===== config.mk =====
export PLATFORM = sky130hd
export DESIGN_NAME = ftdi_frame_packer
export DESIGN_NICKNAME = d
export VERILOG_FILES = /design/src/rtl/ftdi_frame_packer_pkg.sv /design/src/rtl/ftdi_frame_packer_byte_shift_packer.sv /design/src/rtl/ftdi_frame_packer.sv
export SDC_FILE = /design/constraint.sdc
export NUM_CORES = 1
export LEC_CHECK = 0
export BUFFER_PORTS_ARGS = -buffer_cell sky130_fd_sc_hd__buf_2
export CORE_UTILIZATION = 45
export CTS_BUF_LIST = sky130_fd_sc_hd__clkbuf_8
export DETAILED_ROUTE_END_ITERATION = 16
export PLACE_DENSITY = 0.73
export RECOVER_POWER = 25
export SYNTH_ARGS = -nofsm -noshare
export SYNTH_HDL_FRONTEND = slang
export SYNTH_SLANG_ARGS = --single-unit

===== constraint.sdc =====
create_clock -name sys_clk -period 1.3 [get_ports sys_clk]
set_input_delay 0.26 -clock sys_clk [delete_from_list [all_inputs] [get_ports sys_clk]]
set_output_delay 0.26 -clock sys_clk [all_outputs]
set_load 0.01 [all_outputs]

===== src/rtl/ftdi_frame_packer_pkg.sv =====
`default_nettype none
// ============================================================================
//  Module      : ftdi_pkg
//  Description : Shared definitions for the FTDI frame packer: the FSM state
//                encoding and the default frame-header byte.
//  Revision    : 1.0 - initial release
// ============================================================================
package ftdi_pkg;

  typedef enum logic [1:0] {
    ST_IDLE  = 2'd0,  // waiting for a frame to start
    ST_PACK  = 2'd1,  // packing bytes into words
    ST_FLUSH = 2'd2,  // last word of the frame being written
    ST_DONE  = 2'd3   // frame_full pulse
  } state_e;

  localparam logic [7:0] SYNC_BYTE_DEFAULT = 8'hA5;

endpackage : ftdi_pkg
`default_nettype wire


===== src/rtl/ftdi_frame_packer_byte_shift_packer.sv =====
`default_nettype none
// ============================================================================
//  Module      : byte_shift_packer
//  Description : Shifts accepted bytes MSB-first into a DATA_WIDTH-bit word
//                and counts bytes within the word. word_valid is asserted
//                combinationally during the cycle the final byte of a word is
//                accepted, with the completed word on 'word', so the owner can
//                register it on the same edge.
//  Ports       : clk, rst      - clock, synchronous active-high reset
//                byte_in       - byte to pack
//                byte_en       - byte_in is accepted on this edge
//                word_valid    - this byte completes a word
//                word          - completed word (valid with word_valid)
//  Revision    : 1.0 - initial release
// ============================================================================
module byte_shift_packer #(
  parameter int DATA_WIDTH = 80
) (
  input  logic                  clk,
  input  logic                  rst,
  input  logic [7:0]            byte_in,
  input  logic                  byte_en,
  output logic                  word_valid,
  output logic [DATA_WIDTH-1:0] word
);

  localparam int BYTES_PER_WORD = DATA_WIDTH / 8;
  localparam int CNT_W          = (BYTES_PER_WORD > 1) ? $clog2(BYTES_PER_WORD) : 1;
  localparam logic [CNT_W-1:0] LAST_BYTE = CNT_W'(BYTES_PER_WORD - 1);

  logic [CNT_W-1:0] byte_cnt_q, byte_cnt_d;

  always_comb begin
    byte_cnt_d = byte_cnt_q;
    if (byte_en) begin
      byte_cnt_d = (byte_cnt_q == LAST_BYTE) ? '0 : byte_cnt_q + CNT_W'(1);
    end
  end

  always_ff @(posedge clk) begin
    if (rst) begin
      byte_cnt_q <= '0;
    end else begin
      byte_cnt_q <= byte_cnt_d;
    end
  end

  assign word_valid = byte_en && (byte_cnt_q == LAST_BYTE);

  generate
    if (BYTES_PER_WORD > 1) begin : g_multi
      // Only the leading BYTES_PER_WORD-1 bytes need storage; the final byte
      // is taken straight from byte_in when the word completes. Leftover bytes
      // from the previous word are fully shifted out before the next
      // word_valid, so no clear is needed between words.
      logic [DATA_WIDTH-9:0] part_q, part_d;

      assign word = {part_q, byte_in};

      always_comb begin
        part_d = part_q;
        if (byte_en) begin
          part_d = word[DATA_WIDTH-9:0];
        end
      end

      always_ff @(posedge clk) begin
        if (rst) begin
          part_q <= '0;
        end else begin
          part_q <= part_d;
        end
      end
    end else begin : g_single
      assign word = byte_in;
    end
  endgenerate

endmodule : byte_shift_packer
`default_nettype wire


===== src/rtl/ftdi_frame_packer.sv =====
`default_nettype none
// ============================================================================
//  Module      : ftdi_frame_packer
//  Description : Accepts the host byte stream from the FTDI receive FIFO,
//                packs DATA_WIDTH/8 bytes (MSB first) into each framebuffer
//                word, writes WORDS_PER_FRAME words per frame and pulses
//                frame_full once the last word of a frame has been written.
//                'hold' only blocks the start of a new frame.
//  Config      : FRAME_SYNC_EN - when defined, a frame starts only after the
//                header byte SYNC_BYTE; all other bytes seen while idle are
//                consumed and dropped, and the header itself is not stored.
//  Ports       : sys_clk, sys_rst         - clock, sync active-high reset
//                rx_data, rx_valid        - byte stream from the FTDI FIFO
//                rx_ready                 - byte accepted when valid & ready
//                hold                     - strips busy, no new frame start
//                fb_wdata, fb_waddr, fb_we- framebuffer write port
//                frame_full               - one-cycle end-of-frame pulse
//  Revision    : 1.0 - initial release
// ============================================================================
module ftdi_frame_packer
  import ftdi_pkg::*;
#(
  parameter int         DATA_WIDTH      = 80,
  parameter int         ADDR_WIDTH      = 8,
  parameter int         WORDS_PER_FRAME = 256,
  parameter logic [7:0] SYNC_BYTE       = SYNC_BYTE_DEFAULT
) (
  input  logic                  sys_clk,
  input  logic                  sys_rst,
  input  logic [7:0]            rx_data,
  input  logic                  rx_valid,
  output logic                  rx_ready,
  input  logic                  hold,
  output logic [DATA_WIDTH-1:0] fb_wdata,
  output logic [ADDR_WIDTH-1:0] fb_waddr,
  output logic                  fb_we,
  output logic                  frame_full
);

`ifdef FRAME_SYNC_EN
  localparam logic SYNC_EN = 1'b1;
`else
  localparam logic SYNC_EN = 1'b0;
`endif

  localparam logic [ADDR_WIDTH-1:0] LAST_ADDR = ADDR_WIDTH'(WORDS_PER_FRAME - 1);

  state_e                  state_q, state_d;
  logic [ADDR_WIDTH-1:0]   word_cnt_q, word_cnt_d;
  logic                    rx_ready_q, rx_ready_d;
  logic                    fb_we_q, fb_we_d;
  logic                    frame_full_q, frame_full_d;
  logic [DATA_WIDTH-1:0]   fb_wdata_q, fb_wdata_d;
  logic [ADDR_WIDTH-1:0]   fb_waddr_q, fb_waddr_d;

  logic                    accept;
  logic                    pack_en;
  logic                    word_valid;
  logic [DATA_WIDTH-1:0]   word;

  assign accept = rx_valid & rx_ready_q;

  byte_shift_packer #(
    .DATA_WIDTH (DATA_WIDTH)
  ) u_packer (
    .clk        (sys_clk),
    .rst        (sys_rst),
    .byte_in    (rx_data),
    .byte_en    (pack_en),
    .word_valid (word_valid),
    .word       (word)
  );

  always_comb begin
    state_d    = state_q;
    word_cnt_d = word_cnt_q;
    fb_we_d    = 1'b0;
    fb_wdata_d = fb_wdata_q;
    fb_waddr_d = fb_waddr_q;
    pack_en    = 1'b0;

    case (state_q)
      ST_IDLE: begin
        if (accept) begin
          // Without a header the first byte is already pixel data; with a
          // header only SYNC_BYTE opens the frame and is itself dropped.
          pack_en = ~SYNC_EN;
          if (~SYNC_EN | (rx_data == SYNC_BYTE)) begin
            state_d = ST_PACK;
          end
        end
      end
      ST_PACK:  pack_en = accept;
      ST_FLUSH: state_d = ST_DONE;
      ST_DONE: begin
        word_cnt_d = '0;
        state_d    = ST_IDLE;
      end
      default:  state_d = ST_IDLE;
    endcase

    // A completed word is written on the next cycle; the last word of the
    // frame moves the FSM to FLUSH, covering the case where that word
    // completes straight out of IDLE.
    if (word_valid) begin
      fb_we_d    = 1'b1;
      fb_wdata_d = word;
      fb_waddr_d = word_cnt_q;
      if (word_cnt_q == LAST_ADDR) begin
        word_cnt_d = '0;
        state_d    = ST_FLUSH;
      end else begin
        word_cnt_d = word_cnt_q + ADDR_WIDTH'(1);
      end
    end

    // Outputs are registered, so they are derived from the next state.
    frame_full_d = (state_d == ST_DONE);
    case (state_d)
      ST_IDLE: rx_ready_d = ~hold;
      ST_PACK: rx_ready_d = 1'b1;
      default: rx_ready_d = 1'b0;
    endcase
  end

  always_ff @(posedge sys_clk) begin
    if (sys_rst) begin
      state_q      <= ST_IDLE;
      word_cnt_q   <= '0;
      rx_ready_q   <= 1'b0;
      fb_we_q      <= 1'b0;
      frame_full_q <= 1'b0;
      fb_wdata_q   <= '0;
      fb_waddr_q   <= '0;
    end else begin
      state_q      <= state_d;
      word_cnt_q   <= word_cnt_d;
      rx_ready_q   <= rx_ready_d;
      fb_we_q      <= fb_we_d;
      frame_full_q <= frame_full_d;
      fb_wdata_q   <= fb_wdata_d;
      fb_waddr_q   <= fb_waddr_d;
    end
  end

  assign rx_ready   = rx_ready_q;
  assign fb_we      = fb_we_q;
  assign frame_full = frame_full_q;
  assign fb_wdata   = fb_wdata_q;
  assign fb_waddr   = fb_waddr_q;

endmodule : ftdi_frame_packer
`default_nettype wire


; ---- Word-level counts from Yosys, hierarchy flattened
; Cells that the tools add are included.
[word_totals]
reg_bits = 177
elab_cells = 36
in_bits = 12
output_inout_bits = 91
[classes]
n_mux = 12
eq_ne = 7
n_bitwise = 2
addsub = 2
reduce_logical = 4
[op_table]
columns = operator, n
row1 = $mux 8, 3
row2 = $add 8x1->8 const B, 1
row3 = $eq 8x8->1 const B, 1
row4 = $eq 2x2->1 const B, 3
row5 = $mux 2, 3
row6 = $pmux 2 s3, 1
row7 = $add 4x1->4 const B, 1
row8 = $eq 2x1->1 const B, 2
row9 = $eq 4x4->1 const B, 1
row10 = $logic_not 2->1, 2
row11 = $mux 4, 1
row12 = $pmux 1 s2, 2
row13 = $mux 1, 2
row14 = $reduce_bool 2->1, 1
row15 = $and 1x1->1, 1
row16 = $logic_and 1x1->1, 1
row17 = $not 1->1, 1

; ---- Logic depth before layout (Yosys ltp)
[logic_depth]
depth_word = 7
ltp_mapped = 6
ltp_nobuf = 5

; ---- Cells and area by module
; From an unflattened synthesis, not the netlist that was laid out.
[unflattened]
cells_unflattened = 617
hier_area_um2 = 6552.5
[by_module_without_submodules]
columns = module, seq_area_each_um2, area_each_um2, cells_per_inst, instances
row1 = ftdi_frame_packer, 2021.9, 3709.8, 356, 1
row2 = byte_shift_packer, 1521.5, 2842.7, 261, 1

; ---- Worst setup path before layout
; OpenSTA, ideal clock, no wires.
[synth_timing]
kind = reg-to-reg
start = register u_packer.byte_cnt_q[1]
end = register word_cnt_q[6]
stages_incl_launch_ff = 6
arrival_time_ns = 1.321
setup_time_ns = 0.091
required_time_ns = 1.209
n_path_buf = 1
slack_ns = -0.112
period_less_slack_ns = 1.412
cell_sequence = dfxtp_1 > or3b_4 > nor2_4 > buf_6 > o21ai_1 > a311oi_1
[synth_via]
elab_chain_len = 3
word_cells_on_any_way = 4
classes_between = eq/ne: 1 / mux: 1 / reduce/logical: 2
[synth_lines]
columns = element, line_no
row1 = from (decl), ftdi_frame_packer_byte_shift_packer.sv:31  ; logic [CNT_W-1:0] byte_cnt_q, byte_cnt_d;
row2 = from (signal assigned), ftdi_frame_packer_byte_shift_packer.sv:44  ; byte_cnt_q <= byte_cnt_d;
row3 = $eq 4x4->1 *, ftdi_frame_packer_byte_shift_packer.sv:48  ; assign word_valid = byte_en && (byte_cnt_q == LAST_BYTE);
row4 = $logic_and 1x1->1 *, ftdi_frame_packer_byte_shift_packer.sv:48
row5 = $mux 8 or $reduce_bool 2->1 (tied branches), n/a
row6 = to (signal assigned), ftdi_frame_packer.sv:137  ; word_cnt_q <= word_cnt_d;
row7 = to (decl), ftdi_frame_packer.sv:49  ; logic [ADDR_WIDTH-1:0] word_cnt_q, word_cnt_d;
; Every way passes the cells marked *; elsewhere a longest branch is shown, timed or not.
; A chain may end at the register's enable or synchronous reset.

; ---- Worst setup path in the final report
[layout_timing]
start = register u_packer.byte_cnt_q[2]
end = register word_cnt_q[4]
; The elaborated chain is that of the path after synthesis.

==> results.json <==
{
  "n_antenna_cell": 0,
  "fin_crit_ps": 1485,
  "finClkSkew_ps": 13.09,
  "place_congestion": 0.7635,
  "maxCapViolCount": 0,
  "synth-adder-area-share": 0.002008,
  "setup_ws_ps": -185.3,
  "fp.dieH_um": 119.7,
  "drive_above_1_share": 0.2694,
  "dr.pass1.iters": 5,
  "crit_type": "register to register",
  "dpl_worst_slack_ps": -145.2,
  "netlist.top_cell.by_area": "dfxtp_1",
  "ys_warn_count": 0,
  "drt-total-wl_um": 16440,
  "timing.slew.headroom": 0.7894,
  "start_util": 0.4651,
  "max_freq_mhz": 673.3,
  "via_count": 5718,
  "synth_compound_area_frac": 0.1548,
  "yosysSeqAreaShare": 0.5686,
  "rows": 42,
  "first_iter_violations": 393,
  "dr_wl_met2_um": 8000,
  "worstPathArrival_ps": 1850,
  "synth_top_area_frac": 0.5686,
  "die_area_mm2": 0.01432,
  "ys.flop_type": "dfxtp_1",
  "irDropWorstVdd_mv": 0.8232,
  "grt_util_all_layers": 0.2116,
  "critPathLaunchType": "register",
  "synthXorXnorAreaFrac": 0.002811,
  "ys_ff_latch": 177,
  "viasPerCell": 5.179,
  "antenna_found_initial": 0,
  "grt_max_degree": 50,
  "synth_area_leaders": "dfxtp_1 57%, nand2_1 20%, a21oi_1 13%",
  "finalPower_mw": 9.775,
  "syn_inst": 785,
  "final_nets": 929,
  "tightest_slew_ps": 315.7,
  "cts_inserted_buffers": 17,
  "synth_mux_area_frac": 0.001807,
  "clk_latency_ps": 460,
  "grt_pass1_vias": 5087,
  "finalHoldViolCount": 0,
  "fin_cells": 1104,
  "finalMaxSlewViolations": 0,
  "synth.avg_cell_area_um2": 7.939,
  "fillers": 1178,
  "synth_top_family_by_area": "simple AND/OR/NAND/NOR gates",
  "leakagePower_nw": 3.240,
  "grt_pass1_wl_um": 24220,
  "regArea_mm2": 0.003558,
  "synth-async-reset-ratio": 0,
  "place_hpwl_um": 9057,
  "port_buffers": 102,
  "cts_root_buffer": "clkbuf_8",
  "routed.top_layer": "met4",
  "syn_nets": 798,
  "end_kind": "register",
  "setup_viol_count_final": 103,
  "synth-edff-count": 0,
  "clock-sinks": 177,
  "overflow": 0,
  "wl_met3_um": 751,
  "finalCritPeriodShare": 1.143,
  "clk_pin_slew_ps": 90,
  "ant_nets": 0,
  "wl_per_cell_um": 14.89,
  "violations": "negative setup slack",
  "multi_input_comb_area_mm2": 0.002819,
  "rsz0062_at_grt": "true",
  "hold_path.class": "input pin to register",
  "crit_required_ps": 1670,
  "clockBufferDepth": 2,
  "status": "complete, but fails checks",
  "p_per_area_mw_per_mm2": 1163,
  "finalSetupTns_ps": -11090,
  "dp_cells": 1054,
  "pin_count": 103,
  "cts_tree": "done",
  "drc": 0,
  "synth_cell_types": 35,
  "htree_levels": 4,
  "syn2layout_area_growth_pct": 34.91,
  "syn_area_mm2": 0.006232,
  "synthSimpleGateAreaFrac": 0.2321,
  "path_max_fanout": 2,
  "die_w_um": 119.7,
  "core_mm2": 0.01340,
  "wl_met1_um": 7454
}
## layout by cell type, fill, tap and decap left out, drive strengths merged
master | netlist | layout
nand2 | 329 | 329
dfxtp | 177 | 177
a21oi | 167 | 167
buf | 10 | 125
clkbuf | 44 | 63
nor2 | 12 | 12
o21ai | 5 | 5
a21o | 4 | 4
nand3 | 4 | 4
nor2b | 3 | 3
nor3b | 3 | 3
a211oi | 3 | 3
nor3 | 3 | 3
a311oi | 2 | 2
nand2b | 2 | 2
clkinvlp | 0 | 2
bufinv | 0 | 2
or2 | 2 | 2
clkinv | 0 | 2
inv | 0 | 2
or3b | 1 | 1
nand4b | 1 | 1
and4b | 1 | 1
xor2 | 1 | 1
xnor2 | 1 | 1
nand4 | 1 | 1
or3 | 1 | 1
o211ai | 1 | 1
o211a | 1 | 1
nand3b | 1 | 1
mux2 | 1 | 1
o31ai | 1 | 1
or4 | 1 | 1
a221oi | 1 | 1
ha | 1 | 1
dlygate4sd3 | 0 | 1
## worst paths after layout
check	startpoint	endpoint	slack, ps	cells past startpoint
worst max-delay path	u_packer.byte_cnt_q[2]$_SDFFE_PP0N_	word_cnt_q[4]$_SDFFE_PP0P_	-190	5
worst min-delay path	rx_data[4]	u_packer.g_multi.part_q[4]$_SDFFE_PP0N_	40	3
worst max register to register	u_packer.byte_cnt_q[2]$_SDFFE_PP0N_	word_cnt_q[4]$_SDFFE_PP0P_	-190	5
worst min register to register	fb_waddr[2]$_SDFFE_PP0P_	fb_waddr[2]$_SDFFE_PP0P_	460	2
## cells by family (layout without fill, tap and decap cells)
group	Yosys count	count (layout)
AO/OA/AOI/OAI	185	185
XOR/XNOR	2	2
adder cells (fa/ha/maj)	1	1
buffers and inverters	54	197
flip-flops	177	177
multiplexers	1	1
AND/OR/NAND/NOR	365	365
## metrics by stage
step | utilization | hold WS (ps) | cell area, um^2
floorplan | - | 359.1 | 6250
global route | 0.6275 | 17.65 | 8408
detailed placement | 0.5429 | 443.9 | 7274
finish | 0.6275 | 40.67 | 8408
global placement | 0.5429 | 438.7 | 7274
CTS | 0.5863 | 14.15 | 7856
## synthesized netlist by cell type (2+ instances only)
| cell | number |
|---|---|
| o21ai_1 | 2 |
| buf_4 | 6 |
| clkbuf_1 | 44 |
| nor3_1 | 3 |
| a21oi_1 | 167 |
| nand3_1 | 4 |
| nand2_1 | 329 |
| nor2_1 | 11 |
| buf_2 | 3 |
| nor2b_1 | 3 |
| dfxtp_1 | 177 |
| a311oi_1 | 2 |
| o21ai_0 | 3 |
| a21o_1 | 4 |
| a211oi_1 | 3 |
| nor3b_1 | 3 |
| nand2b_1 | 2 |
| or2_2 | 2 |
## repair_timing
action,in CTS,in global routing
cloned,2,12
buffers inserted,2,2
gates resized for setup,23,91
pin swaps,5,37
endpoints found under the hold margin,1,0
endpoints found under the setup margin,132,136
hold buffers,1,0
## power by group
group	switching [mW]	leakage (nW)	internal [mW]
combinational	0.243	1.60	0.145
clock	1.92	0.212	2.01
sequential	0.0196	1.43	5.44
## layout make-up
type	count	area share
flip-flops and latches	177	0.4232
multi-input cells	554	0.3353
repair buffers	166	0.1656
clock buffers	23	0.03765
well taps	176	0.02619
clock inverters	8	0.01205
## per-layer routing
metal | vias to the layer above | global-route usage
li1 | 2821 | -
met5 | - | 0
met4 | 0 | 0.08359
met3 | 22 | 0.04848
met1 | 2735 | 0.2787
met2 | 140 | 0.3353
## state kept, by name (all words and copies together), names as in the netlist
signal	count
fb_wdata	80
u_packer.g_multi.part_q	72
fb_waddr	8
word_cnt_q	8
u_packer.byte_cnt_q	4
state_q	2
fb_we	1
frame_full	1
rx_ready	1
## critical path, stage by stage, from the launching register on
cell      delay [ps]
dfxtp_2          330
or3b_4           410
buf_4            160
nor3_2           170
nor2_1            70
a311oi_1         260
Note: power is estimated with default switching activity, not from simulation.
